[config.mk]
export PLATFORM = sky130hd
export DESIGN_NAME = module_booth_datapath
export DESIGN_NICKNAME = d
export VERILOG_FILES = /design/src/rtl/booth_pkg.sv /design/src/rtl/module_booth_addsub.sv /design/src/rtl/module_booth_datapath.sv
export SDC_FILE = /design/constraint.sdc
export NUM_CORES = 1
export LEC_CHECK = 0
export BUFFER_PORTS_ARGS = -buffer_cell sky130_fd_sc_hd__buf_2
export CORE_MARGIN = 2
export CORE_UTILIZATION = 49
export DETAILED_ROUTE_END_ITERATION = 16
export PLACE_DENSITY = 0.82
export SLEW_MARGIN = 10
export SYNTH_ARGS = -nofsm -noshare
export SYNTH_HDL_FRONTEND = slang
export SYNTH_SLANG_ARGS = --single-unit
[constraint.sdc]
create_clock -name clk -period 2.71 [get_ports clk]
set_clock_uncertainty 0.15 [all_clocks]
set_input_delay 0.271 -clock clk [delete_from_list [all_inputs] [get_ports clk]]
set_output_delay 0.271 -clock clk [all_outputs]
set_load 0.05 [all_outputs]
[src/rtl/booth_pkg.sv]
// booth_pkg: shared constants for the radix-2 Booth multiplier datapath.
//   BOOTH_N       default operand width
//   BOOTH_CW      iteration counter width derived from BOOTH_N
//   BOOTH_*       Q_LSB decision codes seen by the control FSM
//   ADD / SUB     add_sub strobe encodings
package booth_pkg;
  localparam int BOOTH_N  = 8;
  localparam int BOOTH_CW = $clog2(BOOTH_N) + 1;

  // {LQ[0], Q_1} pair: 01 -> add M, 10 -> subtract M, 00/11 -> no operation
  localparam logic [1:0] BOOTH_NOP0 = 2'b00;
  localparam logic [1:0] BOOTH_ADD  = 2'b01;
  localparam logic [1:0] BOOTH_SUB  = 2'b10;
  localparam logic [1:0] BOOTH_NOP1 = 2'b11;

  localparam logic ADD = 1'b0;
  localparam logic SUB = 1'b1;
endpackage

[src/rtl/module_booth_addsub.sv]
// module_booth_addsub: combinational (N+1)-bit accumulator adder/subtractor.
//   hq      in  N+1  accumulator, including its guard bit
//   m       in  N    multiplicand, signed; sign-extended to N+1 bits here
//   add_sub in  1    ADD: hq+m, SUB: hq-m
//   sum     out N+1  result modulo 2^(N+1)
module module_booth_addsub
  import booth_pkg::*;
#(
  parameter int N = BOOTH_N
) (
  input  logic [N:0]   hq,
  input  logic [N-1:0] m,
  input  logic         add_sub,
  output logic [N:0]   sum
);
  logic [N:0] m_ext;

  assign m_ext = {m[N-1], m};
  assign sum   = (add_sub == SUB) ? (hq - m_ext) : (hq + m_ext);
endmodule

[src/rtl/module_booth_datapath.sv]
// module_booth_datapath: radix-2 Booth multiplier datapath driven by the
// Booth control FSM strobes.
//   clk, rst           clock (rising edge), asynchronous active-low reset
//   load_A             capture A into M
//   load_B             capture B into LQ, clear HQ/Q_1/Y_valid, cnt=N
//   load_add, add_sub  HQ <= HQ +/- M
//   shift_HQ_LQ_Q_1    arithmetic right shift of {HQ,LQ,Q_1}, cnt decrement
//   A, B               signed operands
//   Q_LSB              {LQ[0], Q_1} decision pair for the FSM
//   z                  counter reached zero
//   Y, Y_valid         signed 2N-bit product and its completion flag
module module_booth_datapath
  import booth_pkg::*;
#(
  parameter int N  = BOOTH_N,
  parameter int CW = $clog2(N) + 1
) (
  input  logic           clk,
  input  logic           rst,
  input  logic           load_A,
  input  logic           load_B,
  input  logic           load_add,
  input  logic           add_sub,
  input  logic           shift_HQ_LQ_Q_1,
  input  logic [N-1:0]   A,
  input  logic [N-1:0]   B,
  output logic [1:0]     Q_LSB,
  output logic           z,
  output logic [2*N-1:0] Y,
  output logic           Y_valid
);
  logic [N-1:0]  m;
  logic [N:0]    hq;   // extra guard bit keeps -2^(N-1) * -2^(N-1) exact
  logic [N-1:0]  lq;
  logic          q_1;
  logic [CW-1:0] cnt;
  logic [N:0]    sum;

  module_booth_addsub #(.N(N)) u_addsub (
    .hq      (hq),
    .m       (m),
    .add_sub (add_sub),
    .sum     (sum)
  );

  always_ff @(posedge clk or negedge rst) begin
    if (!rst) m <= '0;
    else if (load_A) m <= A;
  end

  // load_B > load_add > shift; a losing strobe is simply dropped
  always_ff @(posedge clk or negedge rst) begin
    if (!rst) begin
      hq      <= '0;
      lq      <= '0;
      q_1     <= 1'b0;
      cnt     <= '0;
      Y_valid <= 1'b0;
    end else if (load_B) begin
      hq      <= '0;
      lq      <= B;
      q_1     <= 1'b0;
      cnt     <= CW'(N);
      Y_valid <= 1'b0;
    end else if (load_add) begin
      hq <= sum;
    end else if (shift_HQ_LQ_Q_1) begin
      {hq, lq, q_1} <= {hq[N], hq, lq};
      // counter saturates at zero so stray shifts cannot restart it
      if (cnt != '0) cnt <= cnt - CW'(1);
      if (cnt == CW'(1)) Y_valid <= 1'b1;
    end
  end

  assign Q_LSB = {lq[0], q_1};
  assign z     = (cnt == '0);
  assign Y     = {hq[N-1:0], lq};
endmodule

==> metrics.md, run 1 <==
| Metric | Value |
|---|---|
| Status | `finished, violations left` |
| Violations in the final reports | `negative setup slack` |
| DP HPWL | `2958 µm` |
| Critical path launch point type | `flop` |
| Share of cells above drive strength 1 | `0.3420` |
| Global Route Usage Sum | `0.2009` |
| Fin. max-slew vios | `0` |
| Largest net degree at the start of global routing | `32` |
| Die Area | `about 4700 µm²` |
| Initial antenna violation count | `0` |
| DRT iter0 DRCs | `92` |
| Post-synthesis simple-gate area fraction | `0.1442` |
| Flop2flop setup slack | `-0.1 ns` |
| Area delta synth->final | `24.89%` |
| Worst-Margin Slew | `0.6995 ns` |
| Mux cell area share after synthesis | `0.09735` |
| Setup violators final | `1` |
| Vias in the first global route | `1539` |
| Port Buffers | `42` |
| Gate count of the mapped netlist | `216` |
| Yosys reg bits | `31` |
| Drt drc | `0` |
| VDD IR-drop max | `0.3011 mV` |
| CP Class | `flop to flop` |
| Pre-CTS setup slack | `-0.08650 ns` |
| Mean area per synthesized cell | `9.401 µm²` |
| Fillers | `320` |
| Antenna viol nets, final | `0` |
| Worst-Skew Late Latency | `~0.28 ns` |
| Leakage | `0.001262 µW` |
| RSZ-0062 raised after global routing | `yes` |
| CTS tree | `built` |
| Distinct cells, synth | `42` |
| Hold Path Class | `input port to flop` |
| Worst slew margin | `0.5336` |
| Initial cell density of the core | `0.5077` |
| # placed instances | `306` |
| Post-Route WL | `4306 µm` |
| Critical path required time | `2.77 ns` |
| Peak Freq | `0.3561 GHz` |
| GRT overflow | `0` |
| Async S/R FF share, synth | `1.000` |
| Via count | `1714` |
| Clk root buf | `clkbuf_8` |
| Synth Area in Adders | `0.08380` |
| Sequential area share after synthesis | `0.3820` |
| Std cell rows | `23` |
| Area of the mapped netlist | `slightly above 2000 µm²` |
| Post-layout min period | `2.808 ns` |
| Die Ht | `68.38 µm` |
| Clk slew on worst S/H paths | `0.07 ns` |
| Final setup margin | `-0.09843 ns` |
| Post-synth EDFFs | `0` |
| Worst setup EP type | `flop` |
| Final period util | `1.036` |
| Core ar. | `around 4000 µm²` |
| Initial DRT Pass Iterations | `4` |
| Complex-gate fraction of the synthesized area | `0.1694` |
| Synthesis Warnings | `0` |
| IO Pins | `43` |
| Drt wl/cell | `between 10 and 15 µm` |
| Endpoints failing hold | `0` |
| RD Place Congestion | `roughly 0.88` |
| First-pass GRT wire length | `6934 µm` |
| Crit path DAT | `2.87 ns` |
| Worst hold margin | `0.03987 ns` |
| Ant. Diodes | `0` |
| Cell Pwr Density | `701.3 nW/µm²` |
| Nets | `304` |
| Via density per instance | `5.373` |
| Most used flip-flop cell after synthesis | `dfrtp_1` |
| Mapped Nets | `252` |
| Crit-path max FO | `4` |
| Number of CTS-inserted buffers | `5` |
| Largest family of logic cells by synthesized area | `compound AO/OA/AOI/OAI gates` |
| Clk buf depth | `2` |
| PnR Total Power | `1779 µW` |
| Xor and xnor area share after synthesis | `0.04744` |
| Max-cap violation count | `0` |
| H-tree levels | `2` |
| Die X | `approximately 70 µm` |
| Layout Cells excl Fill | `319` |
| Clk sink count | `31` |
## state kept, by name, summed over array words and instances, names as in the netlist
name and flops:
q_1 1, hq 9, m 8, lq 8, Y_valid 1, cnt 4
## cells in the mapped netlist, types with 2 or more instances
master	number	area [µm²]
dfrtp_1	31	775.7
nor2_1	17	63.81
nand2_1	16	60.06
o21ai_0	14	70.07
mux2i_1	13	130.1
ha_1	12	150.1
a21oi_1	11	55.05
inv_1	11	41.29
buf_4	10	75.07
a211oi_1	9	67.56
xnor2_1	8	70.07
clkbuf_1	6	22.52
mux2_2	6	67.56
nor2b_1	5	31.28
nor3_1	5	25.02
a21o_1	4	30.03
a31oi_1	3	18.77
buf_2	3	15.01
nand2b_1	3	18.77
xor2_1	3	26.28
a2111oi_0	2	17.52
and3_1	2	12.51
nand3_1	2	10.01
o211a_1	2	20.02
## worst paths after layout
| path | startpoint | to | depth (start not counted) |
|---|---|---|---|
| min reg2reg | Y_valid | Y_valid | 2 |
| max in group asynchronous | rst | lq[2] | 2 |
| min | A[0] | m[0] | 3 |
| max reg2reg | m[1] | hq[8] | 11 |
| min in group asynchronous | rst | cnt[2] | 2 |
| max | m[1] | hq[8] | 11 |
## timing repair
action | 4_1_cts | 5_1_grt
endpoints found under the hold margin | 31 | 0
hold buffers | 1 | 0
setup buffers | 1 | 3
gates resized for setup | 8 | 3
pin swaps | 6 | 2
endpoints found under the setup margin | 2 | 3
## report_power, final
group | leakage (µW) | internal (µW) | switching (µW) | total (µW)
sequential | 0.000387 | 516 | 54.7 | 571
combinational | 0.000813 | 316 | 415 | 731
clock | 0.0000612 | 297 | 180 | 477
## critical path, cell delays in order, from the launching register on
cell and delay (ns):
dfrtp_1 0.42, inv_2 0.09, ha_4 0.13, nor3b_4 0.22, a21oi_2 0.08, xnor2_1 0.13, ha_1 0.31, or2_4 0.27
a32oi_2 0.21, a31oi_2 0.13, or4_1 0.44, a21oi_1 0.14
## cells in the final DEF (no fill, tap or decap), types with 3 or more instances in the layout
master	instances
ha_1	11
nand2_1	16
inv_1	9
xnor2_1	8
a211oi_1	9
xor2_1	3
o21ai_0	14
nor2b_1	4
mux2i_1	13
buf_2	42
mux2_2	6
a21o_1	4
nor3_1	5
nand2b_1	3
buf_4	21
nor2_1	17
dfrtp_1	31
clkbuf_8	6
a21oi_1	10
## kinds of logic (layout without fill, tap and decap cells)
logic type / Yosys count / count (layout)
compound gates: 53 / 53
mux: 19 / 19
fa+ha+maj: 13 / 13
xor+xnor: 11 / 11
flops: 31 / 31
simple gates: 59 / 59
buf+inv: 30 / 83
## area by class of cell
cell class,count,area (µm²),share of cell area
Clock inverter,2,35.03,0.01381
Tap cell,50,62.56,0.02467
Multi-Input combinational cell,155,1161,0.4578
Clock buffer,6,82.58,0.03256
Timing Repair Buffer,64,377.9,0.1490
Sequential cell,31,775.7,0.3059
Inverter,11,41.29,0.01628
## metrics by stage
step | area, µm² | TNS (ns) | utilization
after floorplan | 2043 | 0 | -
after global placement | 2331 | -0.01566 | 0.5827
after detailed placement | 2331 | -0.08650 | 0.5827
after CTS | 2500 | -0.02047 | 0.6250
after global routing | 2536 | -0.3064 | 0.6340
final | 2536 | -0.09843 | 0.6340
## routing by layer
metal	global-route usage	routed length, µm
met5	0	0
met4	0.1000	84
met3	0.03947	161
met2	0.3143	2061
met1	0.2642	1999
(Power assumes the default switching activity.)
==> inputs of run 2 (changes only) <==
Settings changed: SETUP_SLACK_MARGIN set to 0.15.
==> run 2 against run 1 <==
Compared with the run above:
- the run still ends with negative setup slack left
- global-route usage up 0.56 points
- utilization fell by 0.22 points
- cell count is 2.2% lower
- largest cell class unchanged
==> metrics.md, run 2 (synthesized netlist as in run 1, its figures left out) <==
| Metric | Value |
|---|---|
| Vias in the first global route | `1577 (was 1539)` |
| Worst R2R Path Depth | `11 (unchanged)` |
| Worst-Skew Late Latency | `0.29 ns (was 0.28 ns)` |
| Critical path capture point | `hq[8] (unchanged)` |
| Final period util | `1.030 (was 1.036)` |
| Initial cell density of the core | `0.5077 (unchanged)` |
| Clk slew on worst S/H paths | `0.06 ns (was 0.07 ns)` |
| H-tree levels | `2 (unchanged)` |
| VDD IR-drop max | `0.3462 mV (was 0.3011 mV)` |
| IO Pins | `43 (unchanged)` |
| Crit-path max FO | `4 (unchanged)` |
| CP Class | `flop to flop (unchanged)` |
| Crit path DAT | `2.84 ns (was 2.87 ns)` |
| Flop2flop setup slack | `-0.08 ns (was -0.1 ns)` |
| DRT iter0 DRCs | `73 (was 92)` |
| Clk sink count | `31 (unchanged)` |
| GRT overflow | `0 (unchanged)` |
| Worst R2R Start | `m[1] (unchanged)` |
| Antenna viol nets, final | `0 (unchanged)` |
| # placed instances | `300 (was 306)` |
| Fin. max-slew vios | `0 (unchanged)` |
| Worst slew margin | `0.5411 (was 0.5336)` |
| Critical path launch point type | `flop (unchanged)` |
| Violations in the final reports | `negative setup slack (unchanged)` |
| Commonest non-fill, non-tap cell in the layout | `buf_2 (unchanged)` |
| Layout Cells excl Fill | `312 (was 319)` |
| DP HPWL | `3145 µm (was 2958 µm)` |
| Std cell rows | `23 (unchanged)` |
| Via count | `1763 (was 1714)` |
| Worst setup EP type | `flop (unchanged)` |
| Port Buffers | `42 (unchanged)` |
| Share of cells above drive strength 1 | `0.3435 (was 0.3420)` |
| Die X | `68.38 µm (unchanged)` |
| Post-Route WL | `4794 µm (was 4306 µm)` |
| Worst r2r dst | `hq[8] (unchanged)` |
| Peak Freq | `0.3584 GHz (was 0.3561 GHz)` |
| Slowest stage delay, CP | `0.47 ns (was 0.44 ns)` |
| Leakage | `0.001232 µW (was 0.001262 µW)` |
| First-pass GRT wire length | `7176 µm (was 6934 µm)` |
| Die Ht | `68.38 µm (unchanged)` |
| Core ar. | `4000 µm² (unchanged)` |
| CTS tree | `built (unchanged)` |
| RSZ-0062 raised after global routing | `yes (unchanged)` |
| Critical path required time | `2.76 ns (was 2.77 ns)` |
| Die Area | `4675 µm² (unchanged)` |
| Clk root buf | `clkbuf_8 (unchanged)` |
| Nets | `298 (was 304)` |
| Initial antenna violation count | `0 (unchanged)` |
| Min-delay src | `B[7] (was A[0])` |
| Drt wl/cell | `15.37 µm (was 13.50 µm)` |
| Biggest regs | `hq x9, lq x8, m x8 (unchanged)` |
| Number of CTS-inserted buffers | `5 (unchanged)` |
| Drt drc | `0 (unchanged)` |
| Ant. Diodes | `0 (unchanged)` |
| Worst path cell trace | `inv_2 > ha_4 > nor3b_4 > nor2_1 > xnor2_1 > ha_1 > and3_4 > o2111ai_2 > and4_4 > or4_1 > a21oi_1 (was inv_2 > ha_4 > nor3b_4 > a21oi_2 > xnor2_1 > ha_1 > or2_4 > a32oi_2 > a31oi_2 > or4_1 > a21oi_1)` |
| RD Place Congestion | `0.8666 (was 0.8832)` |
| Most flops, register | `hq (unchanged)` |
| Final setup margin | `-0.07995 ns (was -0.09843 ns)` |
| Hold Path Class | `input port to flop (unchanged)` |
| Commonest non-fill, non-tap cells in the layout | `buf_2 (42), dfrtp_1 (31), nand2_1 (16) (was buf_2 (42), dfrtp_1 (31), buf_4 (21))` |
| Via density per instance | `5.651 (was 5.373)` |
| Endpoints failing hold | `0 (unchanged)` |
| Worst-Margin Slew | `0.6884 ns (was 0.6995 ns)` |
| Worst path slowest cell | `or4_1 (unchanged)` |
| Initial DRT Pass Iterations | `4 (unchanged)` |
| Max-cap violation count | `0 (unchanged)` |
| Status | `finished, violations left (unchanged)` |
| Cell Pwr Density | `716.4 nW/µm² (was 701.3 nW/µm²)` |
| Post-layout min period | `2.790 ns (was 2.808 ns)` |
| Setup violators final | `1 (unchanged)` |
| Clk buf depth | `2 (unchanged)` |
| Area delta synth->final | `24.46% (was 24.89%)` |
| Crit. Startpoint | `m[1] (unchanged)` |
| Largest register FFs | `9 (unchanged)` |
| WHS Path Cells | `3 (unchanged)` |
| Pre-CTS setup slack | `-0.06887 ns (was -0.08650 ns)` |
| Global Route Usage Sum | `0.2065 (was 0.2009)` |
| Largest net degree at the start of global routing | `32 (unchanged)` |
run 2: changes by cell type in the layout (fill, tap and decap cells not counted), sizes merged:
cell,before,now
buf,63,57
clkinv,1,0
run 2: metrics by stage:
stage	hold slack, ns	area [µm²]	power (µW)	util	setup TNS, ns
after global routing	0.05212	2527	1909	0.6318	-0.3464
after floorplan	-0.1746	2066	1095	-	0
after global placement	0.2001	2308	1245	0.5771	0
after CTS	0.03888	2452	1733	0.6131	-0.03108
after detailed placement	0.2022	2308	1260	0.5771	-0.06887
final	0.04361	2527	1811	0.6318	-0.07995
run 2: area by class of cell:
type | count | area (µm²)
fill | 303 | 1473
multi-input combinational | 155 | 1197
sequential | 31 | 775.7
timing repair buffer | 58 | 347.8
clock buffer | 6 | 72.57
tap | 50 | 62.56
inverter | 11 | 41.29
clock inverter | 1 | 30.03
run 2: worst max-delay path: cells and delay by family (launching register included):
family / cells / cell delay (ns)
buf+inv: 1 / 0.09
fa+ha+maj: 2 / 0.49
xor+xnor: 1 / 0.14
simple gates: 5 / 1.17
flops: 1 / 0.40
compound gates: 2 / 0.26
run 2: report_power, final:
part / switching [µW] / internal, µW
clock: 169 / 269
sequential: 58.8 / 516
combinational: 456 / 342
total: 684 / 1130
run 2: worst min-delay path by stage:
stage / to / slack, ns
after floorplan: Y_valid / -0.17
final: lq[7] / 0.04
after detailed placement: m[2] / 0.20
after global routing: lq[5] / 0.05
after CTS: lq[7] / 0.04
after global placement: m[2] / 0.20
run 2: routing by layer:
metal	track usage	share of wire	vias to the layer above	wire, µm
met5	0	0	-	0
met4	0.06000	0.015	0	74
met3	0.04112	0.041	8	198
met2	0.3592	0.51	44	2463
met1	0.2580	0.43	863	2058
li1	-	-	848	-
run 2: what timing repair did:
action,4_1_cts,5_1_grt
endpoints found under the setup margin,5,5
cloned,0,0
pin swaps,4,6
resized for setup,6,15
buffers inserted,1,3
hold endpoints to repair,31,0
hold buffers,1,0
